--- src/rtl/fifo_lifo_pkg.sv ---
// Shared constants and helpers for the FIFO/LIFO buffer family.
package fifo_lifo_pkg;

    localparam int unsigned MODE_FIFO = 0;
    localparam int unsigned MODE_LIFO = 1;

    // Count must represent 0..DEPTH inclusive, hence one bit beyond the address width.
    function automatic int unsigned cnt_width(input int unsigned depth);
        return $clog2(depth) + 1;
    endfunction

endpackage

--- src/rtl/fifo_lifo_buffer_if.sv ---
// Producer/consumer bus of the FIFO/LIFO buffer; master drives requests, slave is the buffer.
interface fifo_lifo_buffer_if
    import fifo_lifo_pkg::*;
#(
    parameter int unsigned DAT_WIDTH = 32,
    parameter int unsigned DEPTH     = 64
);

    localparam int unsigned CW = cnt_width(DEPTH);

    logic                 Clr;
    logic [DAT_WIDTH-1:0] Datain;
    logic                 Wren;
    logic                 Rden;
    logic [DAT_WIDTH-1:0] Dataout;
    logic                 Dvalid;
    logic [CW-1:0]        Count;
    logic                 Full;
    logic                 Empty;
    logic                 Almost_full;
    logic                 Almost_empty;
    logic                 Overflow;
    logic                 Underflow;

    modport master (
        output Clr, Datain, Wren, Rden,
        input  Dataout, Dvalid, Count, Full, Empty,
        input  Almost_full, Almost_empty, Overflow, Underflow
    );

    modport slave (
        input  Clr, Datain, Wren, Rden,
        output Dataout, Dvalid, Count, Full, Empty,
        output Almost_full, Almost_empty, Overflow, Underflow
    );

endinterface

--- src/rtl/fifo_lifo_ram.sv ---
// DEPTH x DAT_WIDTH storage: one synchronous write port, one registered read port.
module fifo_lifo_ram #(
    parameter int unsigned DAT_WIDTH = 32,
    parameter int unsigned DEPTH     = 64
) (
    input  logic                       i_clk,
    input  logic                       i_rst_n,
    input  logic                       i_wr_en,
    input  logic [$clog2(DEPTH)-1:0]   i_wr_addr,
    input  logic [DAT_WIDTH-1:0]       i_wr_data,
    input  logic                       i_rd_en,
    input  logic [$clog2(DEPTH)-1:0]   i_rd_addr,
    output logic [DAT_WIDTH-1:0]       o_rd_data
);

    logic [DAT_WIDTH-1:0] r_mem [DEPTH];
    logic [DAT_WIDTH-1:0] r_rd_data;

    // Contents are never reset; read-before-write gives old data on a same-address collision.
    always_ff @(posedge i_clk) begin
        if (i_wr_en) begin
            r_mem[i_wr_addr] <= i_wr_data;
        end
    end

    always_ff @(posedge i_clk or negedge i_rst_n) begin
        if (!i_rst_n) begin
            r_rd_data <= '0;
        end else if (i_rd_en) begin
            r_rd_data <= r_mem[i_rd_addr];
        end
    end

    assign o_rd_data = r_rd_data;

endmodule

--- src/rtl/fifo_lifo_buffer.sv ---
// Parametrised single-clock FIFO/LIFO buffer with occupancy, level flags and sticky error flags.
module fifo_lifo_buffer
    import fifo_lifo_pkg::*;
#(
    parameter int unsigned MODE      = MODE_FIFO,
    parameter int unsigned DAT_WIDTH = 32,
    parameter int unsigned DEPTH     = 64,
    parameter int unsigned AF_LEVEL  = DEPTH - 2,
    parameter int unsigned AE_LEVEL  = 2
) (
    input  logic              Clk,
    input  logic              Rst_n,
    fifo_lifo_buffer_if.slave bus
);

    localparam int unsigned AW = $clog2(DEPTH);
    localparam int unsigned CW = cnt_width(DEPTH);

    if ((DEPTH < 2) || ((DEPTH & (DEPTH - 1)) != 0)) begin : g_bad_depth
        $error("fifo_lifo_buffer: DEPTH must be a power of two >= 2");
    end
    if ((AF_LEVEL > DEPTH) || (AE_LEVEL >= DEPTH)) begin : g_bad_levels
        $error("fifo_lifo_buffer: AF_LEVEL must be <= DEPTH and AE_LEVEL < DEPTH");
    end

    logic [CW-1:0]        r_count;
    logic                 r_ovf;
    logic                 r_udf;
    logic                 r_dvalid;
    logic                 w_empty;
    logic                 w_full;
    logic                 w_rd_ok;
    logic                 w_wr_ok;
    logic                 w_rd_en;
    logic                 w_wr_en;
    logic [AW-1:0]        w_wr_addr;
    logic [AW-1:0]        w_rd_addr;
    logic [DAT_WIDTH-1:0] w_rd_data;

    always_comb begin
        w_empty = (r_count == '0);
        w_full  = (r_count == CW'(DEPTH));
        w_rd_ok = bus.Rden & ~w_empty;
        w_wr_ok = bus.Wren & (~w_full | w_rd_ok);
        w_rd_en = w_rd_ok & ~bus.Clr;
        w_wr_en = w_wr_ok & ~bus.Clr;
    end

    always_ff @(posedge Clk or negedge Rst_n) begin
        if (!Rst_n) begin
            r_count  <= '0;
            r_ovf    <= 1'b0;
            r_udf    <= 1'b0;
            r_dvalid <= 1'b0;
        end else if (bus.Clr) begin
            r_count  <= '0;
            r_ovf    <= 1'b0;
            r_udf    <= 1'b0;
            r_dvalid <= 1'b0;
        end else begin
            case ({w_wr_ok, w_rd_ok})
                2'b10:   r_count <= r_count + CW'(1);
                2'b01:   r_count <= r_count - CW'(1);
                default: r_count <= r_count;
            endcase
            if (bus.Wren & ~w_wr_ok) begin
                r_ovf <= 1'b1;
            end
            if (bus.Rden & w_empty) begin
                r_udf <= 1'b1;
            end
            r_dvalid <= w_rd_ok;
        end
    end

    if (MODE == MODE_FIFO) begin : g_fifo
        logic [AW-1:0] r_wr_ptr;
        logic [AW-1:0] r_rd_ptr;

        always_ff @(posedge Clk or negedge Rst_n) begin
            if (!Rst_n) begin
                r_wr_ptr <= '0;
                r_rd_ptr <= '0;
            end else if (bus.Clr) begin
                r_wr_ptr <= '0;
                r_rd_ptr <= '0;
            end else begin
                if (w_wr_ok) begin
                    r_wr_ptr <= r_wr_ptr + AW'(1);
                end
                if (w_rd_ok) begin
                    r_rd_ptr <= r_rd_ptr + AW'(1);
                end
            end
        end

        assign w_wr_addr = r_wr_ptr;
        assign w_rd_addr = r_rd_ptr;
    end else begin : g_lifo
        // Count is the stack pointer; a pop+push replaces the top slot in place.
        logic [AW-1:0] w_top;

        assign w_top     = r_count[AW-1:0] - AW'(1);
        assign w_rd_addr = w_top;
        assign w_wr_addr = w_rd_ok ? w_top : r_count[AW-1:0];
    end

    fifo_lifo_ram #(
        .DAT_WIDTH (DAT_WIDTH),
        .DEPTH     (DEPTH)
    ) u_ram (
        .i_clk     (Clk),
        .i_rst_n   (Rst_n),
        .i_wr_en   (w_wr_en),
        .i_wr_addr (w_wr_addr),
        .i_wr_data (bus.Datain),
        .i_rd_en   (w_rd_en),
        .i_rd_addr (w_rd_addr),
        .o_rd_data (w_rd_data)
    );

    assign bus.Dataout      = w_rd_data;
    assign bus.Dvalid       = r_dvalid;
    assign bus.Count        = r_count;
    assign bus.Full         = w_full;
    assign bus.Empty        = w_empty;
    assign bus.Almost_full  = (r_count >= CW'(AF_LEVEL));
    assign bus.Almost_empty = (r_count <= CW'(AE_LEVEL));
    assign bus.Overflow     = r_ovf;
    assign bus.Underflow    = r_udf;

endmodule

--- src/flat_wrapper.sv ---
// flat-port wrapper written by rule: the top's interface ports become plain ports
module fifo_lifo_buffer_flat import fifo_lifo_pkg::*;
#(
    parameter int unsigned MODE      = MODE_FIFO,
    parameter int unsigned DAT_WIDTH = 32,
    parameter int unsigned DEPTH     = 64,
    parameter int unsigned AF_LEVEL  = DEPTH - 2,
    parameter int unsigned AE_LEVEL  = 2
)
  (Clk, Rst_n, bus_Clr, bus_Datain, bus_Wren, bus_Rden, bus_Dataout, bus_Dvalid, bus_Count, bus_Full, bus_Empty, bus_Almost_full, bus_Almost_empty, bus_Overflow, bus_Underflow);
  fifo_lifo_buffer_if #(.DAT_WIDTH(DAT_WIDTH), .DEPTH(DEPTH)) bus_i ();
  input  logic Clk;
  input  logic Rst_n;
  input wire logic [$bits(bus_i.Clr)-1:0] bus_Clr;
  input wire logic [$bits(bus_i.Datain)-1:0] bus_Datain;
  input wire logic [$bits(bus_i.Wren)-1:0] bus_Wren;
  input wire logic [$bits(bus_i.Rden)-1:0] bus_Rden;
  output wire logic [$bits(bus_i.Dataout)-1:0] bus_Dataout;
  output wire logic [$bits(bus_i.Dvalid)-1:0] bus_Dvalid;
  output wire logic [$bits(bus_i.Count)-1:0] bus_Count;
  output wire logic [$bits(bus_i.Full)-1:0] bus_Full;
  output wire logic [$bits(bus_i.Empty)-1:0] bus_Empty;
  output wire logic [$bits(bus_i.Almost_full)-1:0] bus_Almost_full;
  output wire logic [$bits(bus_i.Almost_empty)-1:0] bus_Almost_empty;
  output wire logic [$bits(bus_i.Overflow)-1:0] bus_Overflow;
  output wire logic [$bits(bus_i.Underflow)-1:0] bus_Underflow;
  assign bus_i.Clr = bus_Clr;
  assign bus_i.Datain = bus_Datain;
  assign bus_i.Wren = bus_Wren;
  assign bus_i.Rden = bus_Rden;
  assign bus_Dataout = bus_i.Dataout;
  assign bus_Dvalid = bus_i.Dvalid;
  assign bus_Count = bus_i.Count;
  assign bus_Full = bus_i.Full;
  assign bus_Empty = bus_i.Empty;
  assign bus_Almost_full = bus_i.Almost_full;
  assign bus_Almost_empty = bus_i.Almost_empty;
  assign bus_Overflow = bus_i.Overflow;
  assign bus_Underflow = bus_i.Underflow;
  fifo_lifo_buffer #(.MODE(MODE), .DAT_WIDTH(DAT_WIDTH), .DEPTH(DEPTH), .AF_LEVEL(AF_LEVEL), .AE_LEVEL(AE_LEVEL)) u_core (.Clk(Clk), .Rst_n(Rst_n), .bus(bus_i));
endmodule
--- config.mk ---
export PLATFORM = sky130hd
export DESIGN_NAME = fifo_lifo_buffer_flat
export DESIGN_NICKNAME = d
export VERILOG_FILES = /design/src/rtl/fifo_lifo_pkg.sv /design/src/rtl/fifo_lifo_buffer_if.sv /design/src/rtl/fifo_lifo_ram.sv /design/src/rtl/fifo_lifo_buffer.sv /design/src/flat_wrapper.sv
export SDC_FILE = /design/constraint.sdc
export NUM_CORES = 2
export LEC_CHECK = 0
export CORE_ASPECT_RATIO = 1.1
export CORE_UTILIZATION = 62
export DETAILED_ROUTE_END_ITERATION = 8
export HOLD_SLACK_MARGIN = 0.08
export PLACE_DENSITY = 0.81
export REMOVE_ABC_BUFFERS = 1
export SLEW_MARGIN = 20
export SYNTH_ARGS = -nofsm -noshare
export SYNTH_HDL_FRONTEND = slang
export SYNTH_SLANG_ARGS = --single-unit
export TNS_END_PERCENT = 20
--- constraint.sdc ---
create_clock -name Clk -period 5.8 [get_ports Clk]
set_input_delay 1.16 -clock Clk [delete_from_list [all_inputs] [get_ports Clk]]
set_output_delay 1.16 -clock Clk [all_outputs]
set_load 0.005 [all_outputs]
==> summary.md <==
The run finished, with violations left. The checks that failed: design-rule violations. For the number of max-cap violations, the log shows 0.

The tools report the first-pass GRT wire length as 294.4 mm. The length in cells of the worst reg-to-reg path was 7. Cell type group with the largest total delay on the critical path: buffers and inverters. Fill cells in the final layout number 7046.

The number of hold violations in the final report is 0, and the synthesized netlist cell count is 3406. The die is 344.9 µm wide. Across all hold checks on the routed design, the worst slack comes to 0.4986 ns.

The count of port buffers added during placement was 82. The initial core utilization came out at 62.42%. The top cell types in the final layout, fill and taps aside, are edfxtp_1 (2048), mux4_2 (569), clkbuf_16 (194).

The power density over the cells works out to 397.1 mW/mm². For the filler-free cell count of the finished design, the log shows 5445. The layout overhead on the synthesized area was 11.76%. Clock tree synthesis inserted a total of 188 buffers. In the synthesized netlist the async set-or-reset flop fraction comes to 2.569%. The count of pins over their slew limit was 0; the max-slew headroom at the worst pin was 20.18%. Power comes to 35.59 mW.

Counting flops and latches in the post-synthesis netlist gives 2102. Critical path's slowest cell: nand2_1. Total I/O pin count: 83. The total congestion overflow after global routing is 0.

Clock root buffer: clkbuf_16. Largest stage delay on the critical path: 0.84 ns. The endpoint identified for the worst register-to-register timing path is u_core.u_ram.r_mem[3][11]. The total instance count after detailed placement was 5099; the total via count in the routed design was 39750. The congestion estimate from routability-driven global placement came to 0.9067. Tracing the worst setup path back leads to its startpoint at bus_Rden. In the final design database the tool counted 3656 nets. The number of DRC markers after the initial detailed-route iteration was 6825.

In the synthesized netlist the dominant register cell turns out to be edfxtp_1. During synthesis, Yosys emitted a total of 0 warnings. The path class of the tightest hold or removal check is input port to asynchronous set/reset pin.

In the global route stage, overall resource usage came out at 32.74%. For the total number of clock tree sinks, the log shows 2102. The post-route clock skew was 0.03873 ns; the routed wire length per instance was 38.41 µm. The logs give 0 for the count of nets left with antenna violations after detail routing and 209.1 mm for the total wire length after detailed routing. The critical path goes through clkdlybuf4s50_1 > inv_2 > a31oi_2 > nand2b_2 > buf_4 > inv_2 > nand2_1 > a21oi_1 > a32oi_1 > nand2_1. In this run the deepest clock path goes through 3 buffers. Post-CTS timing repair inserted 0 buffers for setup. In the routed layout, each cell is associated on average with a via count of 7.301. Data on the critical path arrives at its endpoint at 4.92 ns.

The kind of start point of the critical path was an input port. The count of buffer and inverter cells on the critical path works out to 4. The leading cell type in the layout, fill and taps excluded was edfxtp_1. Data on the critical path is required at its endpoint by 6.56 ns.

For the source-to-sink clock delay at the later pin of the worst-skew pair, the log shows 0.84 ns. Setup repair after global routing left no endpoint under its margin. After clock tree synthesis, the flow added hold-fix buffers numbering 0. The final critical path takes up 71.69% of the cycle.

The die span in y was 379.2 µm. The total area inside the core boundary comes to 0.1285 mm². The deepest level of the CTS H-tree was 4; the largest fanout of any net on the critical path was 36. The number of different library cells used by synthesis comes to 57. The run gives 138 as the number of placement rows.

Area of the multi-input gates: 0.01688 mm². The post-CTS clock slew at the launch and capture registers of the worst setup and hold paths came out at 0.07 ns. Category of the critical setup timing path: input port to flop. In this run, synthesis inferred 2048 flip-flops with an integrated enable.

The tools report the static leakage power as 27.05 nW. The run gives 0 as the total of endpoints with negative setup slack in the final report. The count of TritonRoute iterations in the first routing pass is 9, and the post-route minimum period is 4.158 ns.

The worst register-to-register path has a setup slack of 1.80 ns. STA classifies the critical path endpoint as a flop. TritonCTS built the clock tree. The startpoint identified for the worst register-to-register timing path is u_core.bus.Count[2]. After detailed routing, the number of remaining DRC violations is 2.

The logs give 39310 for the via count of the first global-routing pass and 9 for the number of antenna violations at the first check in global routing. Cells with a size suffix above 1 make up 28.71% of the layout. Registers take 0.06287 mm².

At the pin with the least slew margin, the transition time is 1.189 ns. For the combined area of all synthesized cells, the log shows 0.08018 mm². The maximum number of pins on one net before global-route repair was 133. The worst supply voltage drop on vdd is 0.3698 mV.

After synthesis, flip-flops and latches occupy 78.38% of the total area. Gates resized during post-CTS repair numbered 0. Detailed placement finished with a half-perimeter wire length of 114.3 mm. Derived from the worst setup path, the maximum achievable clock frequency is 240.5 MHz. The die area is 0.1308 mm², and the average instance area after synthesis is 23.54 µm².
==> synthesized netlist by cell type, drive strengths merged, types with 15 or more instances <==
master | number | area [µm²]
nor2 | 84 | 315.3
mux2i | 71 | 710.7
a32oi | 30 | 262.8
a22oi | 30 | 225.2
mux4 | 569 | 12810
dfrtp | 54 | 1351
buf | 105 | 634.4
a311oi | 31 | 271.5
nand2 | 57 | 214.0
clkbuf | 94 | 352.8
nand3 | 15 | 75.07
edfxtp | 2048 | 61500
a21oi | 39 | 195.2
o22ai | 61 | 381.6
==> worst max-delay path by stage <==
| stage | depth (start not counted) | slack [ns] | end |
|---|---|---|---|
| floorplan | 4 | -15.76 | u_core.u_ram.o_rd_data[31] |
| global placement | 10 | 1.15 | u_core.u_ram.o_rd_data[8] |
| detailed placement | 10 | 1.05 | u_core.u_ram.o_rd_data[0] |
| CTS | 4 | 1.83 | bus_Empty |
| global route | 10 | 1.49 | u_core.u_ram.o_rd_data[1] |
| finish | 10 | 1.64 | u_core.u_ram.o_rd_data[1] |
==> per-stage QoR <==
stage / TNS (ns) / utilization, % / area, µm² / setup WS [ns]
after floorplan: -576.15 / - / 79200 / -15.76
after global placement: 0 / 65.12 / 83650 / 1.149
after detailed placement: 0 / 65.13 / 83670 / 1.052
after CTS: 0 / 69.72 / 89570 / 1.826
after global routing: 0 / 69.75 / 89610 / 1.495
final: 0 / 69.76 / 89610 / 1.642
==> registers in the layout (all words and copies together) (netlist names) <==
| name | flops |
|---|---|
| u_core.u_ram.o_rd_data | 32 |
| u_core.g_fifo.r_wr_ptr | 6 |
| u_core.bus.Dvalid | 1 |
| u_core.g_fifo.r_rd_ptr | 6 |
| u_core.bus.Underflow | 1 |
| u_core.bus.Overflow | 1 |
| u_core.bus.Count | 7 |
| u_core.u_ram.r_mem | 2048 |
==> layout make-up <==
cell class | instances | share of cell area (%)
clock buffers | 234 | 5.596
multi-input cells | 1095 | 18.84
inverters | 10 | 0.04189
clock inverters | 107 | 0.9829
well taps | 1680 | 2.346
flip-flops and latches | 2102 | 70.15
repair buffers | 214 | 2.033
diodes | 3 | 0.008377
==> worst register-to-register path, delay by kind of cell (launching register included) <==
kind	cells	cell delay, ns
AND/OR/NAND/NOR	5	2.04
AO/OA/AOI/OAI	1	0.86
flip-flops	1	0.44
buffers and inverters	1	0.31
==> kinds of logic (layout without fill, tap and decap cells) <==
family,after synthesis,in the layout,synth area share [%]
DFF,2102,2102,78.38
muxes,643,643,16.91
other,0,3,0
buffers and inverters,209,565,1.278
and+or+nand+nor,200,200,1.109
adders and majority gates,8,8,0.1342
xor gates and xnor gates,12,12,0.1311
AOI/OAI and AO/OA,232,232,2.054
==> report_power, final <==
| group | internal, mW | switching (mW) | total, mW |
|---|---|---|---|
| clock | 6.70 | 5.50 | 12.2 |
| combinational | 2.85 | 3.35 | 6.20 |
| sequential | 16.8 | 0.360 | 17.2 |
| total | 26.4 | 9.21 | 35.6 |
==> routing by layer <==
metal  global-route usage [%]  share of wire, %  vias to the layer above
li1                         -                 -                    15060
met1                    45.63                35                    20790
met3                    7.823                13                      466
met2                    50.22                48                     3431
met4                    14.19               4.8                        8
met5                        0             0.026                        -
Note: power is estimated with default switching activity, not from simulation.
